`src/rtl/mul_div_resp_collector.sv`:
```
// ---------------------------------------------------------------------------
// mul_div_resp_collector
//
// Response-side companion to mul_div. Every operation issued on `en` is
// tracked through a LATENCY-stage tag pipeline. When its tag reaches the last
// stage, the block captures mul_div's result and exception flags into a small
// result FIFO. The FIFO drains through a valid/ready port. The block also
// keeps IEEE-style sticky exception status and a saturating drop counter.
// It produces an issue credit so that the issuing side can avoid overrunning
// the queue.
//
// Parameters
//   LATENCY : cycles from `en` sampled high to R/flags valid (1..8)
//   DEPTH   : result FIFO entries, power of 2 (2..16)
//
// Ports
//   clk, arst            : clock and synchronous active-high reset
//   en, sel              : issue strobe and op select (0 mul, 1 div)
//   R, IO/DZ/OF/UF/I     : mul_div result and exception flags
//   issue_ok             : credit; an issue this cycle is guaranteed a slot
//   out_valid/out_ready  : result port handshake
//   out_r/out_sel/out_flags : head entry, flags ordered {IO,DZ,OF,UF,I}
//   sticky, sticky_clr   : accumulated flags and their clear
//   drop_cnt             : saturating count of results lost to a full FIFO
//
// Handshake: a transfer happens on a rising edge where out_valid && out_ready.
// out_valid never depends on out_ready. The head fields hold steady while
// out_valid=1 and out_ready=0.
// ---------------------------------------------------------------------------
module mul_div_resp_collector #(
    parameter int LATENCY = 2,
    parameter int DEPTH   = 4
) (
    input  logic        clk,
    input  logic        arst,
    input  logic        en,
    input  logic        sel,
    input  logic [31:0] R,
    input  logic        IO,
    input  logic        DZ,
    input  logic        OF,
    input  logic        UF,
    input  logic        I,
    output logic        issue_ok,
    output logic        out_valid,
    input  logic        out_ready,
    output logic [31:0] out_r,
    output logic        out_sel,
    output logic [4:0]  out_flags,
    output logic [4:0]  sticky,
    input  logic        sticky_clr,
    output logic [7:0]  drop_cnt
);

    localparam int         AW      = $clog2(DEPTH);
    localparam int         CW      = AW + 1;
    localparam logic [5:0] L_DEPTH = 6'(DEPTH);

    // Tag pipeline: stage 0 holds the issue sampled at the latest edge.
    logic [LATENCY-1:0] r_tag_v;
    logic [LATENCY-1:0] r_tag_sel;

    // Result FIFO storage and bookkeeping.
    logic [31:0]        r_mem_r     [DEPTH];
    logic [DEPTH-1:0]   r_mem_sel;
    logic [4:0]         r_mem_flags [DEPTH];
    logic [AW-1:0]      r_wr_ptr;
    logic [AW-1:0]      r_rd_ptr;
    logic [CW-1:0]      r_count;

    logic [4:0]         r_sticky;
    logic [7:0]         r_drop_cnt;

    logic [4:0]         w_flags;
    logic               w_capture;
    logic               w_full;
    logic               w_pop;
    logic               w_push;
    logic               w_drop;
    logic [5:0]         w_inflight;

    assign w_flags   = {IO, DZ, OF, UF, I};
    assign w_capture = r_tag_v[LATENCY-1];
    assign w_full    = (r_count == CW'(DEPTH));
    assign w_pop     = out_valid && out_ready;
    // A full FIFO can still accept an entry when the head leaves on the same edge.
    assign w_push    = w_capture && (!w_full || w_pop);
    assign w_drop    = w_capture && !w_push;

    // Count every valid tag stage, including the one capturing this cycle.
    // The capturing tag moves into the FIFO on the same edge, so the total
    // credit usage stays constant across that transfer.
    always_comb begin
        w_inflight = '0;
        for (int i = 0; i < LATENCY; i++) begin
            w_inflight = w_inflight + 6'(r_tag_v[i]);
        end
    end

    assign issue_ok  = (w_inflight + 6'(r_count)) < L_DEPTH;
    assign out_valid = (r_count != '0);
    assign out_r     = r_mem_r[r_rd_ptr];
    assign out_sel   = r_mem_sel[r_rd_ptr];
    assign out_flags = r_mem_flags[r_rd_ptr];
    assign sticky    = r_sticky;
    assign drop_cnt  = r_drop_cnt;

    always_ff @(posedge clk) begin
        if (arst) begin
            r_tag_v    <= '0;
            r_tag_sel  <= '0;
            r_wr_ptr   <= '0;
            r_rd_ptr   <= '0;
            r_count    <= '0;
            r_sticky   <= '0;
            r_drop_cnt <= '0;
            r_mem_sel  <= '0;
            // Storage is cleared so the head fields read 0 after reset.
            for (int i = 0; i < DEPTH; i++) begin
                r_mem_r[i]     <= '0;
                r_mem_flags[i] <= '0;
            end
        end else begin
            r_tag_v[0]   <= en;
            r_tag_sel[0] <= sel;
            for (int i = 1; i < LATENCY; i++) begin
                r_tag_v[i]   <= r_tag_v[i-1];
                r_tag_sel[i] <= r_tag_sel[i-1];
            end

            if (w_push) begin
                r_mem_r[r_wr_ptr]     <= R;
                r_mem_sel[r_wr_ptr]   <= r_tag_sel[LATENCY-1];
                r_mem_flags[r_wr_ptr] <= w_flags;
                r_wr_ptr              <= r_wr_ptr + AW'(1);
            end

            if (w_pop) begin
                r_rd_ptr <= r_rd_ptr + AW'(1);
            end

            case ({w_push, w_pop})
                2'b10:   r_count <= r_count + CW'(1);
                2'b01:   r_count <= r_count - CW'(1);
                default: r_count <= r_count;
            endcase

            if (w_drop && (r_drop_cnt != 8'hFF)) begin
                r_drop_cnt <= r_drop_cnt + 8'd1;
            end

            // Dropped captures still update sticky. A capture on the same
            // edge as a clear wins, leaving only the captured flags.
            if (w_capture) begin
                r_sticky <= sticky_clr ? w_flags : (r_sticky | w_flags);
            end else if (sticky_clr) begin
                r_sticky <= '0;
            end
        end
    end

endmodule

```
`config.mk`:
```
export PLATFORM = sky130hd
export DESIGN_NAME = mul_div_resp_collector
export DESIGN_NICKNAME = d
export VERILOG_FILES = /design/src/rtl/mul_div_resp_collector.sv
export SDC_FILE = /design/constraint.sdc
export NUM_CORES = 1
export LEC_CHECK = 0
export ABC_CLOCK_PERIOD_IN_PS = 3200
export CORE_MARGIN = 5
export CORE_UTILIZATION = 40
export DETAILED_ROUTE_END_ITERATION = 12
export DONT_BUFFER_PORTS = 1
export GPL_ROUTABILITY_DRIVEN = 0
export PLACE_DENSITY_LB_ADDON = 0.08
export REMOVE_ABC_BUFFERS = 1
export SETUP_SLACK_MARGIN = 0.3
export SLEW_MARGIN = 20
export SYNTH_ARGS = -nofsm -noshare
export SYNTH_HDL_FRONTEND = slang
export SYNTH_SLANG_ARGS = --single-unit
```
`constraint.sdc`:
```
create_clock -name clk -period 3.2 [get_ports clk]
set_input_delay 0.32 -clock clk [delete_from_list [all_inputs] [get_ports clk]]
set_output_delay 0.32 -clock clk [all_outputs]
set_load 0.01 [all_outputs]
```
Word level (Yosys, flattened, before mapping):

Memories as Yosys holds them, arrays and structs flattened. A register that Yosys moved wholly into a read port is not among the register bits.
Index checks and enable logic that the tools add are counted.

* add/sub/neg operators: 7
* multiply operators: 0
* div/mod/pow operators: 0
* $lt $le $gt $ge: 4
* equality and inequality tests: 4
* shift operators: 0
* mux-type cells: 24
* bitwise operators: 1
* reduce and logical (&&, ||, !) cells: 13

Operators with widths (count)
* $mux 32: 1
* $reduce_or 32->1: 1
* $mux 5: 4
* $mux 2: 6
* $mux 1: 9
* $add 8x1->8 const B: 1
* $ne 8x8->1 const B: 1
* $lt 2x3->1 const B: 2
* $pmux 3 s2: 1
* $logic_and 1x1->1: 5
* $or 5x5->5: 1
* $reduce_or 5->1: 1
* $add 2x1->2 const B: 2
* $add 2x3->4: 1
* $bwmux 4: 1
* $lt 4x3->1 const B: 1
* $reduce_bool 2->1: 2
* $add 3x1->3 const B: 1
* $eq 3x3->1 const B: 1
* $reduce_bool 3->1: 1
* $sub 3x1->3 const B: 1
* $add 1x1->2: 1
* $bmux 1 s2: 1
* $demux 1 s2: 1
* 5 further kinds: 6

* register bits after elaboration: 28
* bits in latches: 0
* bits in writable memories: 148
* memory bits (read-only): 0
* input port bits: 43
* output and inout bits: 53
* memories kept: 2

Memory list
* r_mem_r: words 4, bits a word 32, rd ports 1, clocked after memory_dff 1, write ports 4, RTL line 64 `logic [31:0] r_mem_r [DEPTH];`
* r_mem_flags: words 4, bits a word 5, rd ports 1, clocked after memory_dff 1, write ports 4, RTL line 66 `logic [4:0] r_mem_flags [DEPTH];`

Depth between registers and ports, before layout:

* depth after elaboration: 9
* depth in mapped cells: 9
* depth with buffers taken out: 8

Worst setup path after synthesis:

Ideal clock, no wire load.

* path type: register to register
* from: register r_count[0]
* to: register r_count[2]
* library setup time: 70 ps
* data arrival time: 2357 ps
* required time: 3130 ps
* slack: 773 ps
* cell stages (with the launch flop): 10
* path buffers: 1
* cells stage by stage: dfxtp_1 -> or4b_4 -> clkbuf_1 -> nand2_1 -> ha_1 -> inv_1 -> fa_1 -> xor2_1 -> or3_1 -> a21oi_1

* word-level cells in the longest chain between the ends: 6
* elaborated cells on any way between the ends: 12
* classes of those cells: add/sub: 2; eq/ne: 3; mux: 1; reduce/logical: 6

RTL lines
* start: declaration: RTL line 69 `logic [CW-1:0] r_count;`
* start signal: assignment: RTL line 143 `2'b10: r_count <= r_count + CW'(1);`
* start signal: assignment: RTL line 144 `2'b01: r_count <= r_count - CW'(1);`
* start signal: assignment: RTL line 145 `default: r_count <= r_count;`
* $eq 3x3->1 / $reduce_bool 3->1 (equally long branches): RTL line 84, 101
* $logic_not 1->1 / $logic_and 1x1->1 (equally long branches): RTL line 87, 85
* $logic_or 1x1->1: RTL line 87 `assign w_push = w_capture && (!w_full || w_pop);`
* $logic_and 1x1->1: RTL line 87
* $eq 2x1->1 / $eq 2x2->1 (equally long branches): RTL line 142 `case ({w_push, w_pop})`
* $pmux 3 s2 / $reduce_bool 2->1 (equally long branches)

Parallel ways exist; a longest one is shown, timed or not.
A chain may end at the register's enable or synchronous reset.

Worst setup path after layout:

Ends and elaborated chain as after synthesis.

==> metrics <==
Clock Sinks 178; grt total ovfl 0; Die Wd 150 um; Die Y 150 um; Setup WS post-layout 0.711 ns; WHS 0.0318 ns; worst reg2reg endpoint r_count[2]; largest net degree at the start of global routing 38; hold path endpoint r_tag_sel[0]; Tcrit/Tclk final 77.8%; Via Count 4090; fin area 0.00877 sq mm; Routed WL 16.5 mm; Critical Path Start Type flop; nets 566; CTS buffer count 17; commonest non-fill, non-tap cells in the layout 149 x and2_1, 148 x edfxtp_1, 38 x mux4_2, 28 x dfxtp_1, 17 x clkbuf_16; min cycle time layout 2.49 ns; Synth warnings 0; leading post-synthesis cells by cell area edfxtp_1 57%, and2_1 12%, mux4_2 11%; Worst Reg-to-Reg Cells 8; worst hold start sel; Total Routing Usage GR 15.3%; Final Setup Violations 0; cts-stage hold buffer count 1; pre-CTS setup slack 0.738 ns; die area 0.0224 sq mm; crit path DAT 2.83 ns; cell taking the most area after synthesis edfxtp_1; Worst VDD drop 0.332 mV; worst rel slew slack 44.0%; initial core utilization 40.3%; RSZ-0062 raised after global routing false; status finished clean; Skew-Pair Late Insertion Delay 0.42 ns; postcts setup bufs 0; max-slew violations 0; DRC viols 0; flops & latches, synth 178; Synth Cell Area 0.00778 sq mm; Antenna Violating Nets Remaining 0; most used flip-flop cell after synthesis edfxtp_1; footprint of the multi-input gates 0.00261 sq mm; Mapped Avg Cell Area 15.1 sq um; placed cell count 760; drt wl/cell 20.8 um; Final Hold Viols 0; Max clock buf depth 2; IO Count 96; pwr dens 623 mW/mm^2; H-tree levels 4; register area share after synthesis 64.8%; Hold Crit Class input port to flop; Post-synth EDFFs 148; Clock transition at path regs 0.07 ns; Static Leak 3.07 nW; DRT Pass-1 Iters 4; Worst Clk Skew 0.00880 ns; global-route wire length before repair 25.3 mm; nature of the critical path endpoint flop; root buf cell clkbuf_16; Worst Path Max Fanout 13; Antenna diodes 0; post_cts resized 0; HPWL Detailed 9.49 mm; CP Data Required Time 3.54 ns; number of global-route vias before repair 4347; TNS Setup 0 ns; layout cell share with drive strength beyond 1 18.0%; Layout Cells excl Fill 793; Final Core Density 45.4%; total power 5.46 mW; vias per cell 5.16; total of max-cap violations 0; dpl cell area 0.00815 sq mm; Reg2Reg Setup Slack 0.71 ns; Yosys cell types 47; hold path depth 1; Syn Inst Count 516; FF+latch area 0.00505 sq mm; CTS tree done; Core ar. 0.0193 sq mm; Area Overhead vs Synth 12.6%; Fillers 1698; commonest non-fill, non-tap cell in the layout and2_1; IO Port Bufs 0; share of Yosys cell area claimed by the top area cell type 57.1%; kind of critical path flop to flop; row count 51; f_max 402 MHz; initial DRC count 190; antenna violations before repair 0; ys async rst share 0%; reg2reg start r_count[0]; worst slew pin tran 0.837 ns
==> routing by layer <==
layer / vias up / wire (um) / GRT usage (%)
met5: - / 0 / 0
met4: 0 / 246 / 4.44
met3: 16 / 963 / 4.51
met2: 103 / 8410 / 26.3
met1: 2073 / 6860 / 18.8
li1: 1898 / - / -
==> power breakdown <==
group | switching [mW] | internal [mW] | leakage (nW) | total (mW)
Sequential | 0.160 | 2.61 | 1.77 | 2.77
Combinational | 0.270 | 0.289 | 1.02 | 0.558
Clock | 0.892 | 1.24 | 0.284 | 2.13
==> cell usage after synthesis (2+ instances only) <==
master	count
a211oi_1	4
a21oi_1	5
a22oi_1	5
a31oi_1	3
and2_1	149
and3_1	4
and4_1	2
buf_2	5
clkbuf_1	24
clkbuf_2	2
dfxtp_1	30
edfxtp_1	148
ha_1	7
inv_1	7
mux2i_1	5
mux4_2	38
nand2b_1	10
nand3_1	6
nand4_1	5
nor2_1	16
nor2b_1	7
nor4_1	2
o21ai_0	3
or2_2	3
or3_1	2
xor2_1	3
==> layout make-up <==
type | instances | area share (%)
flip-flops and latches | 178 | 57.6
multi-input cells | 298 | 29.7
clock buffers | 18 | 4.89
well taps | 265 | 3.78
clock inverters | 14 | 2.03
repair buffers | 12 | 1.63
inverters | 8 | 0.342
==> sequential cells by signal, summed over array words and instances, names as in the netlist, named ones only <==
register and flops:
r_count 3, r_tag_v 2, r_mem_r 128, r_mem_flags 20
drop_cnt 8, r_rd_ptr 2, sticky 5, r_wr_ptr 2
r_mem_sel 4, r_tag_sel 2
==> cell families after synthesis <==
kind of cell | count (synthesis) | synth area share [%]
xor+xnor | 4 | 0.450
flops | 178 | 64.8
compound gates | 28 | 2.54
buf+inv | 40 | 2.04
mux | 45 | 11.9
fa+ha+maj | 8 | 1.38
simple gates | 213 | 16.9
==> worst max-delay path by stage <==
stage,from,end,slack (ns),cells past startpoint
5_1_grt,r_count[0],r_count[2],0.58,8
2_1_floorplan,r_tag_v[1],r_mem_flags[0][0],-0.71,3
6_report,r_count[0],r_count[2],0.71,8
4_1_cts,r_count[0],r_count[2],0.71,8
3_3_place_gp,r_count[0],r_count[2],0.82,8
3_5_place_dp,r_count[0],r_count[2],0.74,8
==> worst max-delay path, cell delays in order, from the launching register on <==
cell	delay (ns)
dfxtp_1	0.39
or4b_4	0.67
nand2_1	0.11
ha_1	0.18
inv_1	0.06
fa_1	0.39
xor2_1	0.16
or3_1	0.32
a21oi_1	0.13
No activity file was read; power rests on OpenSTA's default activity.
